==> src/rtl/gdo_pkg.sv <==
// gdo_pkg: shared definitions for the sequential general data operator.
//   - operation encodings carried on in_op
//   - FSM state type
//   - helpers for signed max/min and the fixed-point 1.0 value
// Build option: GDO_SATURATE_EN (read by gdo_fx_mult and gdo_seq_operator).
package gdo_pkg;

    localparam logic [1:0] GDO_OP_ADD  = 2'd0;
    localparam logic [1:0] GDO_OP_SUB  = 2'd1;
    localparam logic [1:0] GDO_OP_MULT = 2'd2;
    localparam logic [1:0] GDO_OP_POW  = 2'd3;

    typedef enum logic [1:0] {
        StIdle,
        StCalc,
        StDone
    } gdo_state_e;

    // Results are returned at 64 bits; callers size-cast to WIDTH.
    function automatic logic [63:0] gdo_smax(input int unsigned width);
        return (64'd1 << (width - 1)) - 64'd1;
    endfunction

    function automatic logic [63:0] gdo_smin(input int unsigned width);
        return 64'd1 << (width - 1);
    endfunction

    function automatic logic [63:0] gdo_one(input int unsigned frac);
        return 64'd1 << frac;
    endfunction

endpackage

==> src/rtl/gdo_fx_mult.sv <==
// gdo_fx_mult: combinational signed fixed-point multiply.
//   a, b  : WIDTH-bit two's complement Q(WIDTH-FRAC).FRAC operands
//   y     : product >>> FRAC, wrapped to WIDTH bits (or clamped when
//           GDO_SATURATE_EN is defined)
//   ovf   : shifted product does not fit the signed WIDTH range
module gdo_fx_mult
    import gdo_pkg::*;
#(
    parameter int unsigned WIDTH = 8,
    parameter int unsigned FRAC  = 4
) (
    input  logic [WIDTH-1:0] a,
    input  logic [WIDTH-1:0] b,
    output logic [WIDTH-1:0] y,
    output logic             ovf
);

    localparam int unsigned PW = 2 * WIDTH;

`ifdef GDO_SATURATE_EN
    localparam logic [WIDTH-1:0] SMAX = WIDTH'(gdo_smax(WIDTH));
    localparam logic [WIDTH-1:0] SMIN = WIDTH'(gdo_smin(WIDTH));
`endif

    logic signed [PW-1:0] prod;
    logic signed [PW-1:0] shifted;

    always_comb begin
        prod    = $signed({{WIDTH{a[WIDTH-1]}}, a}) * $signed({{WIDTH{b[WIDTH-1]}}, b});
        // Arithmetic shift truncates toward minus infinity.
        shifted = prod >>> FRAC;
        // Fits iff every bit from the WIDTH sign position upward agrees.
        ovf     = !((&shifted[PW-1:WIDTH-1]) || !(|shifted[PW-1:WIDTH-1]));
        y       = shifted[WIDTH-1:0];
`ifdef GDO_SATURATE_EN
        if (ovf) begin
            y = shifted[PW-1] ? SMIN : SMAX;
        end
`endif
    end

endmodule

==> src/rtl/gdo_seq_operator.sv <==
// gdo_seq_operator: sequential fixed-point ADD/SUB/MULT/POW over valid/ready.
//   clk, rst (sync, active high)
//   in_valid/in_ready/in_op/in_a/in_b : request (one op in flight at a time)
//   out_valid/out_ready/out_data/out_ovf : result, held until retired
// ADD/SUB/MULT finish in one cycle; POW iterates square-and-multiply.
// Build option: GDO_SATURATE_EN clamps overflowing results instead of wrapping.
module gdo_seq_operator
    import gdo_pkg::*;
#(
    parameter int unsigned WIDTH = 8,
    parameter int unsigned FRAC  = 4
) (
    input  logic             clk,
    input  logic             rst,
    input  logic             in_valid,
    output logic             in_ready,
    input  logic [1:0]       in_op,
    input  logic [WIDTH-1:0] in_a,
    input  logic [WIDTH-1:0] in_b,
    output logic             out_valid,
    input  logic             out_ready,
    output logic [WIDTH-1:0] out_data,
    output logic             out_ovf
);

    localparam logic [WIDTH-1:0] ONE = WIDTH'(gdo_one(FRAC));
`ifdef GDO_SATURATE_EN
    localparam logic [WIDTH-1:0] SMAX = WIDTH'(gdo_smax(WIDTH));
    localparam logic [WIDTH-1:0] SMIN = WIDTH'(gdo_smin(WIDTH));
    logic neg_q, neg_d;
`endif

    gdo_state_e       state_q, state_d;
    logic [WIDTH-1:0] acc_q, acc_d;
    logic [WIDTH-1:0] base_q, base_d;
    logic [WIDTH-1:0] exp_q, exp_d;
    logic             base_bad_q, base_bad_d;
    logic [WIDTH-1:0] out_data_q, out_data_d;
    logic             out_ovf_q, out_ovf_d;

    logic [WIDTH-1:0] mul_a, mul_b, mul_y, sq_y;
    logic             mul_ovf, sq_ovf;
    logic [WIDTH-1:0] exp_in;
    logic [WIDTH:0]   addsub;

    // Acc path doubles as the MULT datapath while idle.
    assign mul_a = (state_q == StCalc) ? acc_q  : in_a;
    assign mul_b = (state_q == StCalc) ? base_q : in_b;

    gdo_fx_mult #(.WIDTH(WIDTH), .FRAC(FRAC)) u_acc_mult (
        .a   (mul_a),
        .b   (mul_b),
        .y   (mul_y),
        .ovf (mul_ovf)
    );

    gdo_fx_mult #(.WIDTH(WIDTH), .FRAC(FRAC)) u_sq_mult (
        .a   (base_q),
        .b   (base_q),
        .y   (sq_y),
        .ovf (sq_ovf)
    );

    assign exp_in = $unsigned($signed(in_b) >>> FRAC);
    assign addsub = (in_op == GDO_OP_SUB) ? {in_a[WIDTH-1], in_a} - {in_b[WIDTH-1], in_b}
                                          : {in_a[WIDTH-1], in_a} + {in_b[WIDTH-1], in_b};

    always_comb begin
        state_d    = state_q;
        acc_d      = acc_q;
        base_d     = base_q;
        exp_d      = exp_q;
        base_bad_d = base_bad_q;
        out_data_d = out_data_q;
        out_ovf_d  = out_ovf_q;
`ifdef GDO_SATURATE_EN
        neg_d      = neg_q;
`endif
        unique case (state_q)
            StIdle: begin
                if (in_valid) begin
                    state_d = StDone;
                    case (in_op)
                        GDO_OP_ADD, GDO_OP_SUB: begin
                            out_data_d = addsub[WIDTH-1:0];
                            out_ovf_d  = addsub[WIDTH] ^ addsub[WIDTH-1];
`ifdef GDO_SATURATE_EN
                            if (out_ovf_d) out_data_d = addsub[WIDTH] ? SMIN : SMAX;
`endif
                        end
                        GDO_OP_MULT: begin
                            out_data_d = mul_y;
                            out_ovf_d  = mul_ovf;
                        end
                        GDO_OP_POW: begin
                            if (in_b[WIDTH-1]) begin
                                out_data_d = '0;
                                out_ovf_d  = 1'b1;
                            end else if (exp_in == '0) begin
                                out_data_d = ONE;
                                out_ovf_d  = 1'b0;
                            end else begin
                                // out_ovf doubles as the sticky POW flag while calculating.
                                state_d    = StCalc;
                                acc_d      = ONE;
                                base_d     = in_a;
                                exp_d      = exp_in;
                                base_bad_d = 1'b0;
                                out_ovf_d  = 1'b0;
`ifdef GDO_SATURATE_EN
                                neg_d      = in_a[WIDTH-1] & exp_in[0];
`endif
                            end
                        end
                        default: ;
                    endcase
                end
            end
            StCalc: begin
                if (exp_q[0]) begin
                    acc_d     = mul_y;
                    out_ovf_d = out_ovf_q | mul_ovf | base_bad_q;
                end
                base_d     = sq_y;
                base_bad_d = base_bad_q | sq_ovf;
                exp_d      = exp_q >> 1;
                if (exp_d == '0) begin
                    state_d    = StDone;
                    out_data_d = acc_d;
`ifdef GDO_SATURATE_EN
                    if (out_ovf_d) out_data_d = neg_q ? SMIN : SMAX;
`endif
                end
            end
            StDone: begin
                if (out_ready) state_d = StIdle;
            end
            default: state_d = StIdle;
        endcase
    end

    always_ff @(posedge clk) begin
        if (rst) begin
            state_q    <= StIdle;
            acc_q      <= '0;
            base_q     <= '0;
            exp_q      <= '0;
            base_bad_q <= 1'b0;
            out_data_q <= '0;
            out_ovf_q  <= 1'b0;
`ifdef GDO_SATURATE_EN
            neg_q      <= 1'b0;
`endif
        end else begin
            state_q    <= state_d;
            acc_q      <= acc_d;
            base_q     <= base_d;
            exp_q      <= exp_d;
            base_bad_q <= base_bad_d;
            out_data_q <= out_data_d;
            out_ovf_q  <= out_ovf_d;
`ifdef GDO_SATURATE_EN
            neg_q      <= neg_d;
`endif
        end
    end

    assign in_ready  = (state_q == StIdle);
    assign out_valid = (state_q == StDone);
    assign out_data  = out_data_q;
    assign out_ovf   = out_ovf_q;

endmodule

==> config.mk <==
export PLATFORM = sky130hd
export DESIGN_NAME = gdo_seq_operator
export DESIGN_NICKNAME = d
export VERILOG_FILES = /design/src/rtl/gdo_pkg.sv /design/src/rtl/gdo_fx_mult.sv /design/src/rtl/gdo_seq_operator.sv
export SDC_FILE = /design/constraint.sdc
export NUM_CORES = 1
export LEC_CHECK = 0
export CAP_MARGIN = 25
export CELL_PAD_IN_SITES_DETAIL_PLACEMENT = 1
export CELL_PAD_IN_SITES_GLOBAL_PLACEMENT = 1
export CORE_UTILIZATION = 43
export CTS_CLUSTER_SIZE = 12
export DETAILED_ROUTE_END_ITERATION = 8
export PLACE_DENSITY = 0.81
export SETUP_SLACK_MARGIN = 0.4
export SLEW_MARGIN = 10
export SYNTH_ARGS = -nofsm -noshare
export SYNTH_HDL_FRONTEND = slang
export SYNTH_SLANG_ARGS = --single-unit
export TNS_END_PERCENT = 5
==> constraint.sdc <==
create_clock -name clk -period 5.35 [get_ports clk]
set_input_delay 1.07 -clock clk [delete_from_list [all_inputs] [get_ports clk]]
set_output_delay 1.07 -clock clk [all_outputs]
set_load 0.005 [all_outputs]
; After elaboration in Yosys (flattened, before gate mapping)
; Index checks and enable logic that the tools add are counted.
[word_totals]
register_bits = 36
in_bits = 22
output_inout_bits = 11
wordCells = 90
[op_classes]
addsub = 2
multipliers = 2
eq_ne = 13
n_mux = 42
bitwise_logic = 4
reduce_logical = 20
[op_table]
columns = operator, count
row1 = 8-bit 2-to-1 mux, 19
row2 = 8-bit one-hot mux with 2 select lines, 4
row3 = 8-bit by 8-bit multiplier with 16-bit output, 2
row4 = 8-bit one-hot mux with 3 select lines, 1
row5 = 8-bit logical NOT, 2
row6 = 5-bit AND reduction, 3
row7 = 2-bit 2-to-1 mux, 6
row8 = 5-bit OR reduction, 2
row9 = 8-bit by 8-bit adder with 9-bit output, 1
row10 = 9-bit 2-to-1 mux, 1
row11 = 8-bit by 8-bit subtractor with 9-bit output, 1
row12 = 2-bit inequality test (second input constant), 4
row13 = 1-bit 2-to-1 mux, 7
row14 = 2-bit == test (second input constant), 3
row15 = 2-bit by 1-bit inequality test with 1-bit output (second input constant), 3
row16 = 2-bit one-hot mux with 3 select lines, 1
row17 = 3-bit AND reduction, 2
row18 = 2-bit by 1-bit == test with 1-bit output (second input constant), 2
row19 = 1-bit logical NOT, 4
row20 = 2-bit logical NOT, 2
row21 = 4-bit inequality test (second input constant), 1
row22 = 1-bit one-hot mux with 2 select lines, 2
row23 = 4-bit AND reduction, 1
row24 = 1-bit OR, 3
row25 = 5 further kinds, 6

; Logic depth before layout (Yosys ltp)
; Gate-level depths: netlist of the first run.
[depth]
word_depth = 11
mapped_depth = 24
depth_no_buf = 21

; By module
; A second synthesis of the first run with hierarchy kept.
[hier_totals]
hier_cells = 878
area_unflattened_um2 = 7298.2
[by_module_without_submodules]
columns = mod, n_inst, cells_per_inst, area_per_inst_um2, seq_area_each_um2
row1 = gdo_fx_mult at u_acc_mult, 1, 289, 2528.7, 0.0
row2 = gdo_fx_mult at u_sq_mult, 1, 292, 2523.7, 0.0
row3 = gdo_seq_operator, 1, 297, 2245.9, 620.6

; Worst setup path before layout of the first run
; OpenSTA, ideal clock, no wires.
[synth_timing]
path_type = flip-flop to flip-flop
from = register state_q[1]
to = register out_ovf_q, in the netlist out_ovf
setup_time_ns = 0.121
t_arrival_ns = 5.819
t_required_ns = 5.229
setup_slack_ns = -0.590
stages_incl_launch_ff = 24
path_buffers = 3
synth_period_minus_slack_ns = 5.940
cell_sequence = dfxtp_1 clkbuf_1 nand2b_1 clkbuf_1 buf_1 mux2i_1 nor2_1 fa_1 inv_1 fa_1 inv_1 fa_1 inv_1 fa_1 inv_1 ha_1 nand3_2 o2111ai_2 a21oi_2 o31ai_4 xnor2_1 or4_1 a31oi_1 o21ai_1
[synth_between]
elab_chain_len = 11
word_cells_on_any_way = 20
cone_classes = mul (1) / eq/ne (3) / mux (6) / bitwise (2) / reduce/logical (8)
[synth_rtl]
columns = element, line_no
row1 = start: declaration, gdo_seq_operator.sv:33  ; gdo_state_e state_q, state_d;
row2 = start signal: assignment, gdo_seq_operator.sv:144  ; state_q <= StIdle;
row3 = start signal: assignment, gdo_seq_operator.sv:155  ; state_q <= state_d;
row4 = 2-bit by 1-bit == test with 1-bit output, "gdo_seq_operator.sv:47, gdo_seq_operator.sv:48, gdo_seq_operator.sv:79"
row5 = 8-bit 2-to-1 mux (on tied branches), "gdo_seq_operator.sv:47, gdo_seq_operator.sv:48"
row6 = 8-bit by 8-bit multiplier with 16-bit output, gdo_fx_mult.sv:29  ; prod = $signed({{WIDTH{a[WIDTH-1]}}, a}) * $signed({{WIDTH{b[WIDTH-1]}}, b});
row7 = 5-bit OR reduction, gdo_fx_mult.sv:33  ; ovf = !((&shifted[PW-1:WIDTH-1]) || !(|shifted[PW-1:WIDTH-1]));
row8 = 1-bit logical NOT, gdo_fx_mult.sv:33
row9 = 1-bit logical OR, gdo_fx_mult.sv:33
row10 = 1-bit logical NOT, gdo_fx_mult.sv:33
row11 = 1-bit OR (2 in series), gdo_seq_operator.sv:122  ; out_ovf_d = out_ovf_q | mul_ovf | base_bad_q;
row12 = 1-bit 2-to-1 mux, gdo_seq_operator.sv:120  ; if (exp_q[0]) begin
row13 = 1-bit one-hot mux with 2 select lines, gdo_seq_operator.sv:79  ; unique case (state_q)
row14 = end signal: assignment, gdo_seq_operator.sv:161  ; out_ovf_q <= out_ovf_d;
row15 = end: declaration, gdo_seq_operator.sv:39  ; logic out_ovf_q, out_ovf_d;
; Parallel ways exist; a longest one is shown, timed or not. The select of a mux whose other input is x is not followed.
; A chain may end at the register's enable or synchronous reset.

; Worst setup path in the final report of the first run
[layout_timing]
from = input in_a[6]
to = register out_ovf_q, in the netlist out_ovf
[layout_between]
elab_chain_len = 10
word_cells_on_any_way = 17
cone_classes = add/sub (2) / mul (1) / mux (6) / bitwise (3) / reduce/logical (5)
[layout_rtl]
columns = element, line_no
row1 = start: declaration, gdo_seq_operator.sv:18  ; input logic [WIDTH-1:0] in_a,
row2 = 8-bit 2-to-1 mux, gdo_seq_operator.sv:47  ; assign mul_a = (state_q == StCalc) ? acc_q : in_a;
row3 = 8-bit by 8-bit multiplier with 16-bit output, gdo_fx_mult.sv:29
row4 = 5-bit OR reduction, gdo_fx_mult.sv:33
row5 = 1-bit logical NOT, gdo_fx_mult.sv:33
row6 = 1-bit logical OR, gdo_fx_mult.sv:33
row7 = 1-bit logical NOT, gdo_fx_mult.sv:33
row8 = 1-bit OR (2 in series), gdo_seq_operator.sv:122
row9 = 1-bit 2-to-1 mux, gdo_seq_operator.sv:120
row10 = 1-bit one-hot mux with 2 select lines (*), gdo_seq_operator.sv:79
; Every way passes the cells marked *; elsewhere a longest branch is shown, timed or not. The select of a mux whose other input is x is not followed.

==> results of run 1 <==
repair_timing:
| item | CTS | global route |
|---|---|---|
| pin swaps | 54 | 27 |
| endpoints found under the setup margin | 14 | 14 |
| setup buffers | 27 | 7 |
| resized for setup | 136 | 23 |
final timing paths:
| kind | endpoint | cells past startpoint |
|---|---|---|
| worst max register to register | out_ovf | 25 |
| worst min register to register | out_data[5] | 2 |
| worst min-delay path | out_data[5] | 2 |
| worst max-delay path | out_ovf | 22 |
kinds of logic after synthesis:
group	after synthesis
AND/OR/NAND/NOR	266
buffers and inverters	185
adder cells (fa/ha/maj)	165
AO/OA/AOI/OAI	136
XOR/XNOR	44
flip-flops	31
multiplexers	23
Yosys cell counts (all sizes together), types with 9 or more instances:
library cell,instances
nor2b,13
a31oi,9
nand2b,12
xnor2,32
nand2,82
nor3,14
nand3,15
and2,21
a21oi,45
ha,63
mux2i,23
a211oi,18
inv,152
fa,102
dfxtp,31
o21ai,21
clkbuf,27
nor2,92
xor2,11
registers in the layout, indices dropped and copies added, names as in the netlist:
signal and flops:
base_bad_q 1, acc_q 8, exp_q 3, out_data 8, state_q 2, base_q 8
out_ovf 1
layout make-up:
class,instances,area (um^2)
Clock buffer,5,125
Clock inverter,3,43.8
Fill cell,1835,6270
Inverter,152,598
Multi-Input combinational cell,634,6110
Sequential cell,31,629
Tap cell,211,264
Timing Repair Buffer,166,1390
worst max-delay path, delay by kind of cell:
kind / cells / cell delay (ps)
adder cells (fa/ha/maj): 5 / 2410
AND/OR/NAND/NOR: 5 / 850
buffers and inverters: 7 / 610
AO/OA/AOI/OAI: 3 / 480
multiplexers: 1 / 180
XOR/XNOR: 1 / 170
per-stage QoR:
| stage | cells | total power, mW |
|---|---|---|
| after global placement | 1160 | 2.50 |
| after global routing | 1202 | 3.51 |
| after CTS | 1195 | 3.16 |
| final | 1202 | 3.31 |
| after detailed placement | 1160 | 2.61 |
| after floorplan | 850 | 1.67 |
power by group through the flow:
stage / logic, mW / clock network, mW / registers (mW)
2_1_floorplan: 1.41 / 0 / 0.264
3_3_place_gp: 2.23 / 0 / 0.271
3_5_place_dp: 2.34 / 0 / 0.272
4_1_cts: 2.55 / 0.338 / 0.267
5_1_grt: 2.89 / 0.354 / 0.271
6_report: 2.69 / 0.349 / 0.271
layer usage:
metal	vias to the layer above	wire length (um)	part of all wire	global-route usage
li1	3010	-	-	-
met1	3654	10800	0.35	0.402
met2	518	14600	0.48	0.617
met3	226	2460	0.081	0.0632
met4	0	2580	0.085	0.255
met5	-	0	0	0
==> flow_metrics.py, run 1 <==
metrics = {
    "logic_synthesis": {
        "synthMuxAreaShare": 0.0334,
        "ys_warn_count": 0,
        "synth_seq_cells": 31,
        "yosys.area.top_type": "fa_1",
        "synth-simple-area-share": 0.176,
        "syn_nets": 1037,
        "synthAdderAreaFrac": 0.410,
        "synth_top_area_frac": 0.296,
        "synthXorXnorAreaFrac": 0.0579,
        "postSynthCellCount": 850,
        "syn-cell-area_um2": 6900,
        "yosysUniqueCellTypes": 56,
        "synth.area.top_cells": "fa_1 (30%), ha_1 (11%), dfxtp_1 (9.0%)",
        "ys_dominant_reg_cell": "dfxtp_1",
        "synth_top_family_by_area": "adder cells",
        "synth_compound_area_frac": 0.131,
        "ys_seq_area_frac": 0.0900,
        "synth_async_sr_flop_share": 0,
        "synth_edf_count": 0,
        "avgSynthCellArea_um2": 8.12,
    },
    "setup_path": {
        "cp_max_fo": 4,
        "cpPeakStageDelay_ps": 570,
        "startpoint_type": "input pin",
        "cp_cell_sequence": "buf_8 -> buf_6 -> mux2i_1 -> buf_4 -> nor2_4 -> fa_1 -> inv_2 -> fa_1 -> inv_2 -> fa_1 -> inv_1 -> fa_1 -> inv_2 -> ha_4 -> nand3_2 -> o2111ai_2 -> nand2_2 -> xor2_2 -> nand2_1 -> or4_1 -> a31oi_1 -> o21ai_1",
        "cp_slowest_cell": "fa_1",
        "path_common_cell": "fa_1",
        "r2r_slack_ps": -240,
        "crit_start": "in_a[6]",
        "crit_arrival_ps": 5770,
        "critPathKind": "input pin to flop",
        "r2r-start": "state_q[1]",
        "cp.required_ps": 5510,
        "cp-end-kind": "flop",
    },
    "cells_and_area": {
        "layout_common_cells": "inv_1 (141), buf_4 (125), fa_1 (97), nor2_1 (79), nand2_1 (66)",
        "fin_util": 0.594,
        "finalNetCount": 1177,
        "antenna_cells": 0,
        "finalInstanceArea_um2": 9160,
        "area_growth_pct": 32.8,
        "layout_commonest_cell": "inv_1",
        "drive_above_1_share": 0.274,
    },
    "routing": {
        "vias": 7408,
        "dr.pass1.iters": 5,
        "avgViaCountPerCell": 6.16,
        "drt_iter0_markers": 689,
        "post_drt_wl_per_cell_um": 25.3,
        "drc": 0,
        "antenna_left": 0,
        "drt_wl_total_um": 30400,
    },
    "flow_run": {
        "maxCapViolCount": 0,
    },
    "run_status": {
        "status": "finished, violations left",
        "failed_checks": "negative setup slack",
    },
    "clock_tree": {
        "cts_root_buffer": "clkbuf_16",
        "h-tree-depth": 2,
        "clkTransAtPathRegs_ps": 60,
        "cts_tree": "done",
        "postCtsHoldBufs": 0,
        "worst_skew_pair.late_latency_ps": 290,
        "clockBufferDepth": 2,
        "cts-buffers-inserted": 5,
        "cts_sinks": 31,
    },
    "floorplan": {
        "coreArea_um2": 15400,
        "io_pins": 33,
        "dieArea_um2": 16600,
        "rows": 45,
        "dieHeight_um": 129,
        "fp.dieW_um": 129,
        "initial_core_util": 0.447,
    },
    "min_path": {
        "hold_path.class": "flop to flop",
        "worstHoldStart": "out_data[5]",
    },
    "power": {
        "clock_power_share": 0.105,
        "power_switching_mw": 1.60,
        "internal-power_mw": 1.71,
        "pwr-share-comb": 0.813,
        "power_frac_seq": 0.082,
        "switching_share": 0.482,
        "power.density_nw_per_um2": 362,
        "ir_drop_uv": 503,
        "p_leak_nw": 4.21,
    },
    "placed_design": {
        "port_buffers": 32,
        "gp_congestion": 0.854,
        "dp_slack_ps": -1010,
        "dpl_cell_area_um2": 8440,
        "hpwl_um": 18500,
    },
    "grt": {
        "antenna_found_initial": 2,
        "grt_pass1_vias": 8209,
        "track_usage": 0.358,
        "grt_pass1_wl_um": 44400,
        "grt_start_max_net_pins": 35,
        "grt_remaining_overflow": 0,
    },
    "timing": {
        "finalHoldWorstSlack_ps": 490,
        "slew_headroom": 0.274,
        "finalMaxSlewViolations": 0,
        "hold_viol": 0,
        "fin_tns_setup_ps": -312,
        "fin_crit_ps": 5610,
        "rsz0062_at_grt": "true",
        "worst_pin_slew_ps": 1080,
        "fin_worst_skew_ps": 7.44,
        "setup_slack_ps": -256,
        "final-setup-viol-count": 3,
        "max_freq_mhz": 178,
        "fin_crit_sh": 1.05,
    },
}
(Power assumes the default switching activity.)
==> run 2: changes to the inputs <==
CORE_UTILIZATION = 44   (was 43)
PLACE_DENSITY = 0.82   (was 0.81)
SYNTH_HIERARCHICAL = 1   (was not set)
==> run 2 against run 1 <==
Effect of this change:
- the run still ends with negative setup slack left
- combinational power grew 35%
- critical path depth grew 4
- die area grew 3.3%
- synthesized cell count grew 3.3%
- flip-flop and latch count is the same
- via count grew 3.7%
- core utilization grew 0.79 points
- area after synthesis grew 5.8%
- clock skew shrank 2.5 ps
- worst setup slack lost 720 ps
- wire length grew 6.9%
- maximum frequency shrank 11%
- critical endpoint unchanged
- highest routed layer unchanged
==> flow_metrics.py, run 2 <==
metrics = {
    "run_status": {
        "status": "finished, violations left",
        "failed_checks": "negative setup slack",
    },
    "placed_design": {
        "port_buffers": 32,
        "hpwl_um": 18300,
        "gp_congestion": 0.846,
        "dp_cells": 1217,
    },
    "floorplan": {
        "dieHeight_um": 131,
        "rows": 46,
        "fp.dieW_um": 131,
        "coreArea_um2": 16100,
        "dieArea_um2": 17100,
        "initial_core_util": 0.454,
        "io_pins": 33,
    },
    "logic_synthesis": {
        "synth_seq_cells": 31,
        "ys_dominant_reg_cell": "dfxtp_1",
        "synth.top_cells.by_count": "inv_1 (170), nand2_1 (112), fa_1 (109)",
        "yosysUniqueCellTypes": 66,
        "synth.area.top_cells": "fa_1 (30%), ha_1 (11%), inv_1 (8.7%)",
        "ys_warn_count": 6,
        "yosys.area.top_type": "fa_1",
        "synth_top_area_frac": 0.299,
        "ys_seq_area_frac": 0.0850,
        "synth_async_sr_flop_share": 0,
        "postSynthCellCount": 878,
        "avgSynthCellArea_um2": 8.31,
        "yosysMostFrequentCell": "inv_1",
        "syn_nets": 1074,
        "syn-cell-area_um2": 7300,
        "synth_edf_count": 0,
    },
    "timing": {
        "slew_headroom": 0.285,
        "final-setup-viol-count": 12,
        "finalMaxSlewViolations": 0,
        "fin_worst_skew_ps": 4.97,
        "worst_pin_slew_ps": 1070,
        "max_freq_mhz": 158,
        "fin_crit_sh": 1.18,
        "rsz0062_at_grt": "true",
        "fin_crit_ps": 6320,
        "setup_slack_ps": -973,
        "fin_tns_setup_ps": -4490,
        "hold_viol": 0,
    },
    "cells_and_area": {
        "drive_above_1_share": 0.284,
        "stdcell_count": 1257,
        "fin_util": 0.601,
        "layout_commonest_cell": "inv_1",
        "layout_common_cells": "inv_1 (155), buf_4 (128), fa_1 (102), nand2_1 (77), and2_1 (61)",
        "area_growth_pct": 32.3,
        "finalNetCount": 1235,
    },
    "routing": {
        "antenna_left": 0,
        "drt_iter0_markers": 610,
        "post_drt_wl_per_cell_um": 25.9,
        "drt_wl_total_um": 32500,
        "dr.pass1.iters": 5,
        "vias": 7684,
        "avgViaCountPerCell": 6.11,
        "drc": 0,
    },
    "setup_path": {
        "path_common_cell": "fa_1",
        "reg2regPathDepth": 28,
        "crit_arrival_ps": 6550,
        "cp.required_ps": 5580,
        "startpoint_type": "input pin",
        "critPathKind": "input pin to flop",
        "cp-end-kind": "flop",
        "cp_max_fo": 8,
        "cpPeakStageDelay_ps": 580,
        "cp_slowest_cell": "fa_1",
    },
    "clock_tree": {
        "h-tree-depth": 2,
        "clkTransAtPathRegs_ps": 60,
        "cts_root_buffer": "clkbuf_16",
        "cts-buffers-inserted": 5,
        "clockBufferDepth": 2,
        "cts_sinks": 31,
        "worst_skew_pair.late_latency_ps": 300,
        "cts_tree": "done",
        "postCtsHoldBufs": 0,
    },
    "power": {
        "total_power_mw": 4.20,
        "power_frac_seq": 0.064,
        "power.density_nw_per_um2": 435,
        "p_leak_nw": 4.50,
        "pwr-share-comb": 0.861,
        "internal-power_mw": 2.07,
        "switching_share": 0.508,
        "power_switching_mw": 2.14,
        "clock_power_share": 0.075,
        "ir_drop_uv": 924,
    },
    "grt": {
        "grt_pass1_vias": 7943,
        "antenna_found_initial": 1,
        "grt_remaining_overflow": 0,
        "track_usage": 0.329,
        "grt_pass1_wl_um": 42300,
        "grt_start_max_net_pins": 33,
    },
    "min_path": {
        "hold_depth": 2,
        "hold_path.class": "flop to flop",
    },
    "flow_run": {
        "maxCapViolCount": 0,
    },
}
run 2: changes by cell type after synthesis, moves of 6 or more:
cell | before | now
nand2_1 | 82 | 112
a31oi_1 | 9 | 3
a21oi_1 | 44 | 32
a311oi_2 | 0 | 7
and2_1 | 21 | 67
nand3_1 | 13 | 4
xor2_1 | 11 | 5
fa_1 | 102 | 109
nor2_1 | 92 | 64
a211oi_1 | 18 | 11
inv_1 | 152 | 170
clkbuf_1 | 27 | 12
nor3_1 | 14 | 6
mux2i_1 | 23 | 11
run 2: final timing paths:
check	to	slack, ps	from
worst max-delay path	out_ovf	-970	in_a[3]
worst max register to register	out_ovf	-830	state_q[1]
worst min-delay path	out_data[4]	490	out_data[4]
worst min register to register	out_data[4]	490	out_data[4]
run 2: per-layer routing:
layer | part of all wire | global-route usage
met5 | 0 | 0
met4 | 0.089 | 0.193
met3 | 0.062 | 0.0318
met2 | 0.49 | 0.586
met1 | 0.36 | 0.385
run 2: kinds of logic (layout without fill, tap and decap cells):
kind of cell | Yosys count | count (layout) | synth area share
simple gates | 302 | 302 | 0.203
buf+inv | 188 | 350 | 0.100
fa+ha+maj | 174 | 174 | 0.410
compound gates | 132 | 132 | 0.135
xor+xnor | 38 | 38 | 0.0475
flops | 31 | 31 | 0.0850
mux | 13 | 13 | 0.0182
other cells | 0 | 1 | 0
run 2: critical path: cells and delay by family:
family | cells | cell delay (ps)
AO/OA/AOI/OAI | 9 | 1530
adder cells (fa/ha/maj) | 5 | 2340
buffers and inverters | 6 | 660
multiplexers | 1 | 170
AND/OR/NAND/NOR | 5 | 780
run 2: metrics by stage:
stage	setup WS, ps	instance area, um^2	hold slack (ps)
2_1_floorplan	-41.4	7530	446
3_5_place_dp	-1300	8880	447
5_1_grt	-1090	9660	506
3_3_place_gp	-1050	8880	451
6_report	-973	9660	490
4_1_cts	-606	9360	469
run 2: power by group through the flow:
stage / sequential [mW] / combinational, mW / clock (mW)
detailed placement: 0.270 / 2.58 / 0
finish: 0.270 / 3.62 / 0.313
global route: 0.271 / 3.74 / 0.316
CTS: 0.266 / 2.79 / 0.296
global placement: 0.270 / 2.40 / 0
floorplan: 0.275 / 1.65 / 0
run 2: repair_timing:
item,4_1_cts,5_1_grt
setup buffers,14,17
endpoints found under the hold margin,0,0
resized for setup,87,54
setup endpoints to repair,15,16
pin swaps,54,36
run 2: cell type report:
class	count	area (um^2)
well taps	216	270
diodes	1	2.50
clock buffers	5	125
multi-input cells	659	6550
clock inverters	3	20.0
inverters	170	653
repair buffers	172	1410
flip-flops and latches	31	622
fillers	1837	6400
==> run 3: changes to the inputs <==
CORE_UTILIZATION = 45   (was 44)
PLACE_DENSITY = 0.8   (was 0.82)
clock period = 7.3 ns   (was 5.35 ns; I/O delays follow)
==> run 3 against run 2 <==
Effect of this change:
- the flow now finishes without violations
- first-iteration DRC count down 54%
- final area down 12%
- hold slack worse by 30 ps
- global-route usage down 7.5 points
- critical path type unchanged
- largest cell class unchanged
==> flow_metrics.py, run 3 (same netlist as run 2, synthesis figures left out) <==
metrics = {
    "floorplan": {
        "initial_core_util": 0.459,
        "fp.dieW_um": 129,
        "dieHeight_um": 129,
        "rows": 46,
        "dieArea_um2": 16700,
        "io_pins": 33,
        "coreArea_um2": 15900,
    },
    "timing": {
        "rsz0062_at_grt": "false",
        "max_freq_mhz": 147,
        "finalHoldWorstSlack_ps": 459,
        "finalMaxSlewViolations": 0,
        "slew_headroom": 0.489,
        "fin_crit_sh": 0.934,
        "final-setup-viol-count": 0,
        "hold_viol": 0,
        "fin_worst_skew_ps": 4.82,
        "worst_pin_slew_ps": 765,
        "setup_slack_ps": 483,
        "fin_crit_ps": 6820,
        "fin_tns_setup_ps": 0,
    },
    "setup_path": {
        "reg2regPathDepth": 26,
        "critPathKind": "input pin to flop",
        "cp_max_fo": 5,
        "cp_slowest_cell": "fa_1",
        "path_buf_inv": 6,
        "crit_arrival_ps": 6970,
        "cp.depth": 26,
        "startpoint_type": "input pin",
        "cp-end-kind": "flop",
        "cp.required_ps": 7450,
        "cpPeakStageDelay_ps": 560,
        "path_delay_family": "adder cells",
        "r2r_slack_ps": 660,
    },
    "power": {
        "p_leak_nw": 3.94,
        "ir_drop_uv": 321,
        "total_power_mw": 2.21,
        "internal-power_mw": 1.14,
        "pwr-share-comb": 0.793,
        "power_frac_seq": 0.096,
        "switching_share": 0.485,
        "power.density_nw_per_um2": 260,
        "power_switching_mw": 1.07,
        "clock_power_share": 0.111,
    },
    "routing": {
        "drc": 0,
        "antenna_left": 0,
        "drt_wl_total_um": 20800,
        "post_drt_wl_per_cell_um": 18.2,
        "drt_iter0_markers": 282,
        "dr.pass1.iters": 5,
        "avgViaCountPerCell": 5.37,
        "vias": 6144,
    },
    "cells_and_area": {
        "stdcell_count": 1145,
        "antenna_cells": 0,
        "area_growth_pct": 16.2,
        "finalInstanceArea_um2": 8480,
        "fin_util": 0.534,
        "finalNetCount": 1124,
        "drive_above_1_share": 0.123,
        "layout_common_cells": "inv_1 (169), fa_1 (106), nand2_1 (86), and2_1 (66), nor2_1 (61)",
        "layout_commonest_cell": "inv_1",
    },
    "clock_tree": {
        "cts_tree": "done",
        "clkTransAtPathRegs_ps": 50,
        "postCtsHoldBufs": 0,
        "cts-buffers-inserted": 5,
        "clockBufferDepth": 2,
        "worst_skew_pair.late_latency_ps": 280,
        "h-tree-depth": 2,
        "cts_sinks": 31,
        "cts_root_buffer": "clkbuf_16",
    },
    "placed_design": {
        "dp_cells": 1132,
        "port_buffers": 32,
        "gp_congestion": 0.902,
        "hpwl_um": 16400,
        "dp_slack_ps": 2.97,
        "dpl_cell_area_um2": 7980,
    },
    "min_path": {
        "hold_path.class": "flop to flop",
        "hold_depth": 2,
    },
    "grt": {
        "grt_pass1_vias": 6674,
        "grt_start_max_net_pins": 33,
        "grt_pass1_wl_um": 33000,
        "track_usage": 0.253,
        "antenna_found_initial": 0,
        "grt_remaining_overflow": 0,
    },
    "run_status": {
        "status": "finished clean",
    },
    "flow_run": {
        "maxCapViolCount": 0,
    },
}
run 3: per-layer routing:
layer  global-route usage  up-vias  wire [um]
met5                    0        -          0
met4               0.0858        0        395
met3               0.0252       22        434
met2                0.453       84      11000
met1                0.319     3132       8950
li1                     -     2906          -
run 3: final timing paths:
kind | endpoint | start
setup reg to reg | out_ovf | state_q[0]
hold / removal | out_data[3] | out_data[3]
setup / recovery | out_ovf | in_a[3]
hold reg to reg | out_data[3] | out_data[3]
run 3: power groups by stage:
stage / sequential [mW] / combinational, mW / clock, mW
after floorplan: 0.201 / 1.07 / 0
after global placement: 0.214 / 1.44 / 0
after detailed placement: 0.215 / 1.49 / 0
after CTS: 0.212 / 1.51 / 0.247
after global routing: 0.215 / 1.92 / 0.255
final: 0.212 / 1.75 / 0.244
run 3: tightest hold or removal path, stage by stage (launching register included):
cell and delay [ps]:
dfxtp_1 310, nand2_1 50, a21oi_1 50
run 3: cell type report:
type | instances | area, um^2
clock buffer | 6 | 139
clock inverter | 2 | 35.0
fill | 1946 | 7410
inverter | 170 | 638
multi-input combinational | 659 | 6220
sequential | 31 | 621
tap | 216 | 270
timing repair buffer | 61 | 553
run 3: what timing repair did:
action | CTS | global route
gates resized for setup | 10 | 67
hold endpoints to repair | 0 | 0
pin swaps | 2 | 21
buffers inserted | 0 | 5
endpoints found under the setup margin | 1 | 1
